**config.mk**
```make
export PLATFORM = sky130hd
export DESIGN_NAME = alu_nibble_sequencer_flat
export DESIGN_NICKNAME = d
export VERILOG_FILES = /design/src/rtl/alu_nibble_sequencer_if.sv /design/src/rtl/alu_nibble_sequencer.sv /design/src/flat_wrapper.sv
export SDC_FILE = /design/constraint.sdc
export NUM_CORES = 1
export LEC_CHECK = 0
export CAP_MARGIN = 20
export CORE_MARGIN = 2
export CORE_UTILIZATION = 50
export DETAILED_ROUTE_END_ITERATION = 10
export PLACE_DENSITY_LB_ADDON = 0.25
export SYNTH_ARGS = -nofsm -noshare
export SYNTH_HDL_FRONTEND = slang
export SYNTH_SLANG_ARGS = --single-unit
```
**constraint.sdc**
```tcl
create_clock -name clk -period 2.83 [get_ports clk]
set_clock_uncertainty 0.05 [all_clocks]
set_input_delay 0.4245 -clock clk [delete_from_list [all_inputs] [get_ports clk]]
set_output_delay 0.4245 -clock clk [all_outputs]
set_load 0.02 [all_outputs]
```
**src/rtl/alu_nibble_sequencer_if.sv**
```systemverilog
// Bundle between the datapath controller, the nibble sequencer and the shared 4-bit alu slice.
// The sequencer takes the slave modport; the controller side (and alu hookup) takes master.
interface alu_nibble_sequencer_if #(
  parameter int NIBBLES = 4
);
  localparam int W = 4 * NIBBLES;

  // Both req and resp use valid/ready: a transfer happens on a rising clk edge where
  // valid && ready; the source holds valid and its payload stable until that edge, and
  // ready never depends on valid (no combinational loop through the handshake).
  logic         req_valid;
  logic         req_ready;
  logic [4:0]   req_op;
  logic [W-1:0] req_a;
  logic [W-1:0] req_b;

  logic [12:0]  alu_args;
  logic [4:0]   alu_ret;

  logic         resp_valid;
  logic         resp_ready;
  logic [W-1:0] resp_res;
  logic         resp_carry;
  logic         resp_ones;
  logic         resp_err;

  modport slave (
    input  req_valid, req_op, req_a, req_b, alu_ret, resp_ready,
    output req_ready, alu_args, resp_valid, resp_res, resp_carry, resp_ones, resp_err
  );

  modport master (
    output req_valid, req_op, req_a, req_b, alu_ret, resp_ready,
    input  req_ready, alu_args, resp_valid, resp_res, resp_carry, resp_ones, resp_err
  );
endinterface

```
**src/rtl/alu_nibble_sequencer.sv**
```systemverilog
// Drives a wide operation through a 4-bit alu slice one nibble per clock, chaining carry.
// Define ALU_SEQ_BACK2BACK_EN to accept the next request in the same cycle as a response.
module alu_nibble_sequencer #(
  parameter int NIBBLES = 4
) (
  input  logic                  clk,
  input  logic                  rst,
  alu_nibble_sequencer_if.slave bus,
  output logic [1:0]            fsm_state
);
  localparam int W  = 4 * NIBBLES;
  localparam int KW = (NIBBLES > 1) ? $clog2(NIBBLES) : 1;
  localparam logic [KW-1:0] LAST = KW'(NIBBLES - 1);

  typedef enum logic [1:0] {IDLE = 2'd0, RUN = 2'd1, DONE = 2'd2} state_t;
  typedef enum logic [1:0] {K_ARITH = 2'd0, K_LOGIC = 2'd1, K_SHIFT = 2'd2, K_ILLEGAL = 2'd3} kind_t;

  state_t         state;
  kind_t          kind_q;
  logic [KW-1:0]  k_q;
  logic [W-1:0]   a_q;
  logic [W-1:0]   b_q;
  logic [W-1:0]   res_q;
  logic [NIBBLES-1:0] cin_q;
  logic [3:0]     ctrl_q;
  logic           b_lsb_q;
  logic           ready_q;
  logic [12:0]    args_q;
  logic           resp_valid_q;
  logic [W-1:0]   resp_res_q;
  logic           resp_carry_q;
  logic           resp_ones_q;
  logic           resp_err_q;

  kind_t              req_kind;
  logic [NIBBLES-1:0] cin_vec;
  logic [12:0]        start_args;
  logic               cin_next;
  logic               carry_last;
  logic [W-1:0]       res_next;
  logic               req_ready_int;
  logic               accept;

  function automatic kind_t classify(input logic [4:0] op);
    if (!op[2]) begin
      return (op[1:0] == 2'b00) ? K_ARITH : K_ILLEGAL;
    end else if (op[1:0] == 2'b11) begin
      return K_SHIFT;
    end
    return K_LOGIC;
  endfunction

  // For RSHFT the carry_in of nibble j is the bit just above it; the top nibble shifts in 0.
  always_comb begin
    cin_vec = '0;
    for (int j = 0; j < NIBBLES - 1; j++) begin
      cin_vec[j] = bus.req_b[4*j + 4];
    end
  end

  always_comb begin
    req_kind   = classify(bus.req_op);
    start_args = '0;
    case (req_kind)
      K_ARITH: start_args = {bus.req_a[3:0], bus.req_b[3:0], bus.req_op[4], bus.req_op[3:0]};
      K_SHIFT: start_args = {bus.req_a[3:0], bus.req_b[3:0], cin_vec[0], bus.req_op[3:0]};
      K_LOGIC: start_args = {bus.req_a[3:0], bus.req_b[3:0], 1'b0, bus.req_op[3:0]};
      default: start_args = '0;
    endcase
  end

  // Operand registers hold the not-yet-issued nibbles at [3:0]; the result fills from the top.
  always_comb begin
    case (kind_q)
      K_ARITH: cin_next = bus.alu_ret[4];
      K_SHIFT: cin_next = cin_q[0];
      default: cin_next = 1'b0;
    endcase
    case (kind_q)
      K_ARITH: carry_last = bus.alu_ret[4];
      K_SHIFT: carry_last = b_lsb_q;
      default: carry_last = 1'b0;
    endcase
    res_next = (res_q >> 4) | (W'(bus.alu_ret[3:0]) << (W - 4));
  end

`ifdef ALU_SEQ_BACK2BACK_EN
  assign req_ready_int = ready_q | ((state == DONE) & bus.resp_ready);
`else
  assign req_ready_int = ready_q;
`endif

  assign accept = bus.req_valid && req_ready_int;

  always_ff @(posedge clk or posedge rst) begin
    if (rst) begin
      state        <= IDLE;
      kind_q       <= K_ARITH;
      k_q          <= '0;
      a_q          <= '0;
      b_q          <= '0;
      res_q        <= '0;
      cin_q        <= '0;
      ctrl_q       <= '0;
      b_lsb_q      <= 1'b0;
      ready_q      <= 1'b0;
      args_q       <= '0;
      resp_valid_q <= 1'b0;
      resp_res_q   <= '0;
      resp_carry_q <= 1'b0;
      resp_ones_q  <= 1'b0;
      resp_err_q   <= 1'b0;
    end else if (accept) begin
      // Accept happens from IDLE, or from DONE together with the response handshake.
      state        <= RUN;
      kind_q       <= req_kind;
      k_q          <= '0;
      a_q          <= bus.req_a >> 4;
      b_q          <= bus.req_b >> 4;
      cin_q        <= cin_vec >> 1;
      ctrl_q       <= bus.req_op[3:0];
      b_lsb_q      <= bus.req_b[0];
      res_q        <= '0;
      ready_q      <= 1'b0;
      args_q       <= start_args;
      resp_valid_q <= 1'b0;
    end else begin
      case (state)
        IDLE: ready_q <= 1'b1;
        RUN: begin
          if (kind_q != K_ILLEGAL) begin
            res_q <= res_next;
          end
          if (k_q == LAST) begin
            state        <= DONE;
            args_q       <= '0;
            resp_valid_q <= 1'b1;
            if (kind_q == K_ILLEGAL) begin
              resp_res_q   <= '0;
              resp_carry_q <= 1'b0;
              resp_ones_q  <= 1'b0;
              resp_err_q   <= 1'b1;
            end else begin
              resp_res_q   <= res_next;
              resp_carry_q <= carry_last;
              resp_ones_q  <= &res_next;
              resp_err_q   <= 1'b0;
            end
          end else begin
            k_q    <= k_q + KW'(1);
            a_q    <= a_q >> 4;
            b_q    <= b_q >> 4;
            cin_q  <= cin_q >> 1;
            args_q <= (kind_q == K_ILLEGAL) ? 13'd0 : {a_q[3:0], b_q[3:0], cin_next, ctrl_q};
          end
        end
        DONE: begin
          if (bus.resp_ready) begin
            state        <= IDLE;
            resp_valid_q <= 1'b0;
            ready_q      <= 1'b1;
          end
        end
        default: state <= IDLE;
      endcase
    end
  end

  assign bus.req_ready  = req_ready_int;
  assign bus.alu_args   = args_q;
  assign bus.resp_valid = resp_valid_q;
  assign bus.resp_res   = resp_res_q;
  assign bus.resp_carry = resp_carry_q;
  assign bus.resp_ones  = resp_ones_q;
  assign bus.resp_err   = resp_err_q;
  assign fsm_state      = state;
endmodule

```
**src/flat_wrapper.sv**
```systemverilog
// flat-port wrapper written by rule: the top's interface ports become plain ports
module alu_nibble_sequencer_flat 
#(
  parameter int NIBBLES = 4
)
  (clk, rst, fsm_state, bus_req_valid, bus_req_op, bus_req_a, bus_req_b, bus_alu_ret, bus_resp_ready, bus_req_ready, bus_alu_args, bus_resp_valid, bus_resp_res, bus_resp_carry, bus_resp_ones, bus_resp_err);
  alu_nibble_sequencer_if #(.NIBBLES(NIBBLES)) bus_i ();
  input  logic clk;
  input  logic rst;
  output logic [1:0] fsm_state;
  input wire logic [$bits(bus_i.req_valid)-1:0] bus_req_valid;
  input wire logic [$bits(bus_i.req_op)-1:0] bus_req_op;
  input wire logic [$bits(bus_i.req_a)-1:0] bus_req_a;
  input wire logic [$bits(bus_i.req_b)-1:0] bus_req_b;
  input wire logic [$bits(bus_i.alu_ret)-1:0] bus_alu_ret;
  input wire logic [$bits(bus_i.resp_ready)-1:0] bus_resp_ready;
  output wire logic [$bits(bus_i.req_ready)-1:0] bus_req_ready;
  output wire logic [$bits(bus_i.alu_args)-1:0] bus_alu_args;
  output wire logic [$bits(bus_i.resp_valid)-1:0] bus_resp_valid;
  output wire logic [$bits(bus_i.resp_res)-1:0] bus_resp_res;
  output wire logic [$bits(bus_i.resp_carry)-1:0] bus_resp_carry;
  output wire logic [$bits(bus_i.resp_ones)-1:0] bus_resp_ones;
  output wire logic [$bits(bus_i.resp_err)-1:0] bus_resp_err;
  assign bus_i.req_valid = bus_req_valid;
  assign bus_i.req_op = bus_req_op;
  assign bus_i.req_a = bus_req_a;
  assign bus_i.req_b = bus_req_b;
  assign bus_i.alu_ret = bus_alu_ret;
  assign bus_i.resp_ready = bus_resp_ready;
  assign bus_req_ready = bus_i.req_ready;
  assign bus_alu_args = bus_i.alu_args;
  assign bus_resp_valid = bus_i.resp_valid;
  assign bus_resp_res = bus_i.resp_res;
  assign bus_resp_carry = bus_i.resp_carry;
  assign bus_resp_ones = bus_i.resp_ones;
  assign bus_resp_err = bus_i.resp_err;
  alu_nibble_sequencer #(.NIBBLES(NIBBLES)) u_core (.clk(clk), .rst(rst), .bus(bus_i), .fsm_state(fsm_state));
endmodule
```
-- After elaboration in Yosys (flattened, before gate mapping)
Index checks and enable logic that the tools add are counted.
W data, S select, Z words.
- add/subtract/negate cells: 1
- $mul: 0
- divide/modulo/power cells: 0
- order comparisons: 0
- equality and inequality tests: 13
- shift-type cells: 0
- muxes and demuxes: 43
- bitwise gates (word level): 2
- reductions and logical operators: 16
- operators by type and width (cell ; count):
    $mux W16 ; 10
    $mux W13 ; 4
    $pmux W13 S3 ; 1
    $mux W2 ; 10
    $or A12 B16 Y16 ; 1
    $reduce_and A16 Y1 ; 1
    $eq A2 B2 Y1 const B ; 6
    $mux W4 ; 3
    $mux W1 ; 10
    $reduce_and A3 Y1 ; 3
    $logic_not A2 Y1 ; 4
    $pmux W1 S2 ; 4
    $pmux W2 S3 ; 1
    $reduce_and A2 Y1 ; 3
    $reduce_bool A3 Y1 ; 2
    $eq A2 B1 Y1 const B ; 2
    $ne A2 B1 Y1 const B ; 2
    $reduce_bool A2 Y1 ; 2
    $ne A3 B1 Y1 const B ; 1
    $ne A3 B2 Y1 const B ; 1
    $add A2 B1 Y2 const B ; 1
    $ne A2 B2 Y1 const B ; 1
    $logic_and A1 B1 Y1 ; 1
    $not A1 Y1 ; 1
- register bits: 97
- bits in latches: 0
- bits in writable memories: 0
- bits in read-only memories: 0
- input port bits: 46
- output and inout port bits: 36
- word-level logic and storage cells: 91
- memories kept: 0

-- Logic depth before layout (Yosys ltp)
- depth after elaboration: 7
- gate-level depth with buffers: 7
- mapped depth without buffers: 5

-- Worst setup path before layout
Ideal clock, no wire load.
- path kind: reg-to-reg
- from: reg u_core.state[1] (netlist: u_core.fsm_state[1])
- to: reg u_core.res_q[4]
- library setup time: 77 ps
- data arrival time: 1554 ps
- required time: 2703 ps
- path slack: 1149 ps
- stages on the path, launching flop included: 8
- buffers on the path: 2
- period minus slack after synthesis: 1681 ps
- cell sequence: dfrtp_1 -> inv_1 -> ha_1 -> buf_2 -> a21boi_1 -> buf_2 -> nand2_1 -> a21oi_1
- word-level cells in the longest chain between the ends: 3
- RTL lines (item ; RTL line ; source):
    start: declaration ; alu_nibble_sequencer.sv:18 ; state_t state;
    start signal: assignment ; alu_nibble_sequencer.sv:97 ; state <= IDLE;
    start signal: assignment ; alu_nibble_sequencer.sv:115 ; state <= RUN;
    start signal: assignment ; alu_nibble_sequencer.sv:135 ; state <= DONE;
    $eq A2 B1 Y1 ; alu_nibble_sequencer.sv:128 ; case (state)
    $reduce_bool A2 Y1 (no source line) ; n/a ;
    $reduce_and A2 Y1 (no source line) ; n/a ;
    end signal: assignment ; alu_nibble_sequencer.sv:132 ; res_q <= res_next;
    end: declaration ; alu_nibble_sequencer.sv:23 ; logic [W-1:0] res_q;
No other way between the ends.
A chain may end at the register's enable or synchronous reset.

-- Final worst setup path
- from: reg u_core.state[1] (netlist: u_core.fsm_state[1])
- to: reg u_core.resp_carry_q (netlist: u_core.bus.resp_carry)
- word-level cells in the longest chain between the ends: 2
- RTL lines (item ; RTL line ; source):
    $eq A2 B1 Y1 ; alu_nibble_sequencer.sv:128 ;
    $reduce_and A3 Y1 (no source line) ; n/a ;
    end signal: assignment ; alu_nibble_sequencer.sv:145 ; resp_carry_q <= carry_last;
    end: declaration ; alu_nibble_sequencer.sv:31 ; logic resp_carry_q;
No other way between the ends.

==> summary.md <==
| Metric | Value |
|---|---|
| Area of the core | 6870 sq um |
| Worst-margin pin slew | 818 ps |
| TritonCTS clock tree | built |
| Die Wd | 88.9 um |
| Num CTS Buffers | 9 |
| Setup Buffers After CTS | 0 |
| Peak VDD IR | 567 uV |
| Final Cycle Share | 78.5% |
| Synth area leader | dfrtp_1 |
| Crit path capture | u_core.bus.resp_carry |
| Sink Count | 81 |
| Syn Nets | 434 |
| Max H-tree Level | 3 |
| Total grt overflow | 0 |
| Antenna diodes | 0 |
| FF-to-FF setup slack | 610 ps |
| Hold Path Class | primary input to asynchronous set/reset pin |
| Final Hold Violating Endpoints | 0 |
| FP Rows | 30 |
| P&R area growth vs syn | 30.5% |
| Port Buffers | 81 |
| Pins Over Slew Limit | 0 |
| Worst reg2reg path depth | 4 |
| Vias in the first global route | 2920 |
| Number of flops mapped to enable cells by yosys | 0 |
| Starting density of the core | 52.4% |
| Top cells by count, synth | 102 x nand2_1, 81 x dfrtp_1, 40 x o21ai_0 |
| Main synth FF type | dfrtp_1 |
| Post-DP HPWL | 5850 um |
| Seq/Total Area, Yosys | 56.3% |
| Vias | 3107 |
| CP Launch Type | register |
| Clock Pin Slew Worst Setup and Hold Paths | 80 ps |
| Ys async rst share | 100% |
| Die area | 7890 sq um |
| Die H | 88.9 um |
| Global-route wire length before repair | 14200 um |
| Final setup vio count | 0 |
| Largest net degree at the start of global routing | 55 |
| Max-cap violations | 0 |
| Avg Vias per Cell | 5.57 |
| Cell area power density | 1100 nW/um^2 |
| Total track usage | 23.4% |
| Share of the synthesized area in the top cell type | 56.3% |
| TritonRoute pass-1 iters | 4 |
| Clock insertion delay at the later pin of the skew report | 340 ps |
| Ys Warns | 0 |
| Post-cts sizing count | 0 |
| Root buffer cell | clkbuf_8 |
| Critical Path RT | 3020 ps |
| Share of layout cells above drive strength 1 | 6.28% |
| Setup TNS | 0 ps |
| Syn avg cell area | 9.37 sq um |
| Reg-to-reg startpoint | u_core.fsm_state[1] |
| Max-slew headroom | 45.4% |
| Cts-stage hold buffer count | 0 |
| WL/cell | 15.5 um |
| Gpl congestion | 0.787 |
| Antenna violations before repair | 0 |
| Top-count cell post-synth | nand2_1 |
| Post-synth cell types | 40 |
| 1st-iter DRT viols | 172 |
| Outcome | finished, final reports clean |
| Unrepaired setup endpoints after global routing | false |
| Area contributors post-synth | dfrtp_1 56%, nand2_1 11%, o21ai_0 5.6% |
| Mapped Area | 3600 sq um |
| Setup crit end kind | register |
| Final min period | 2220 ps |
| Final net count | 507 |
| Reg2reg end | u_core.bus.resp_carry |
| ANT nets after route | 0 |
| Drt total wl | 8670 um |
| Arrival time worst endpoint | 2410 ps |
| Critical path fanouts, max | 19 |
| Io pins | 82 |
| CTS Buffer Depth | 2 |
| CP startpoint | u_core.fsm_state[1] |
| Drt drc | 0 |
| CP Class | register to register |
| Lkg Pwr | 2.04 nW |
| Number of synthesized register bits | 81 |
| Post-Syn Instances | 384 |
| Power Total | 5.15 mW |
| Fmax | 450 MHz |
## critical path, stage by stage (launching register included)
cell and delay (ps):
dfrtp_1 430, inv_1 120, ha_1 510, nand3_1 610, o31ai_1 400
## metrics by stage
stage          util, %  hold WS, ps  cells  worst slack [ps]  cell area, sq um
6_report          68.4          314    558               609              4700
5_1_grt           68.4          339    558               421              4700
4_1_cts           68.4          314    558               619              4700
3_5_place_dp      65.3          413    542               592              4490
3_3_place_gp      65.3          407    542               661              4490
2_1_floorplan        -          395    384               275              3600
## state kept, by name, indices dropped and copies added, names as in the netlist
| name | count |
|---|---|
| u_core.bus.resp_err | 1 |
| u_core.ctrl_q | 4 |
| u_core.b_lsb_q | 1 |
| u_core.fsm_state | 2 |
| u_core.k_q | 2 |
| u_core.b_q | 12 |
| u_core.res_q | 12 |
| u_core.bus.alu_args | 13 |
| u_core.bus.resp_ones | 1 |
| u_core.bus.resp_carry | 1 |
| u_core.kind_q | 2 |
| u_core.bus.resp_valid | 1 |
| u_core.a_q | 12 |
| u_core.bus.resp_res | 16 |
| u_core.bus.req_ready | 1 |
## cells by family after synthesis
kind of cell,count (synthesis),synth area share [%]
AND/OR/NAND/NOR,154,18.5
AO/OA/AOI/OAI,105,18.0
flip-flops,81,56.3
buffers and inverters,35,4.41
adder cells (fa/ha/maj),5,1.67
multiplexers,3,0.869
XOR/XNOR,1,0.243
## layer usage
layer	track usage (%)	share of wire, %	vias to the layer above
met5	0	0	-
met4	7.99	1.2	0
met3	4.66	6.7	9
met2	34.9	47	110
met1	34.3	45	1502
li1	-	-	1486
## how the worst min path moves through the flow
stage / depth (start not counted) / slack, ps / to / startpoint
final: 2 / 310 / u_core.a_q[10] / rst
after global routing: 2 / 340 / u_core.a_q[10] / rst
after CTS: 2 / 310 / u_core.a_q[11] / rst
after detailed placement: 2 / 410 / u_core.ctrl_q[3] / u_core.ctrl_q[3]
after global placement: 2 / 410 / u_core.ctrl_q[3] / u_core.ctrl_q[3]
after floorplan: 2 / 400 / u_core.b_lsb_q / u_core.b_lsb_q
## placed cells by master, fill, tap and decap left out, types with 3 or more instances in the layout
cell and n:
inv_1 5, nor2b_1 4, a31oi_1 22, a32oi_1 7, clkdlybuf4s50_1 81, o31ai_1 3
a21oi_1 15, nand4_1 10, dfrtp_1 81, a22o_1 8, and4_1 3, clkbuf_8 9
ha_1 4, o21ai_0 40, nand3_1 3, nand2_1 102, nor2_1 20, buf_4 9
## final cells by class
type / instances / area (sq um)
tap: 96 / 120
fill: 552 / 2170
sequential: 81 / 2030
timing repair buffer: 91 / 898
multi-input combinational: 268 / 1420
clock buffer: 11 / 131
clock inverter: 5 / 80.1
inverter: 6 / 23.8
## report_power, final
part	internal [mW]	total (mW)	switching (mW)	leakage [nW]
sequential	1.66	2.00	0.350	1.04
combinational	0.941	2.25	1.30	0.899
clock	0.496	0.900	0.404	0.0995
total	3.09	5.15	2.06	2.04
(Power assumes the default switching activity.)
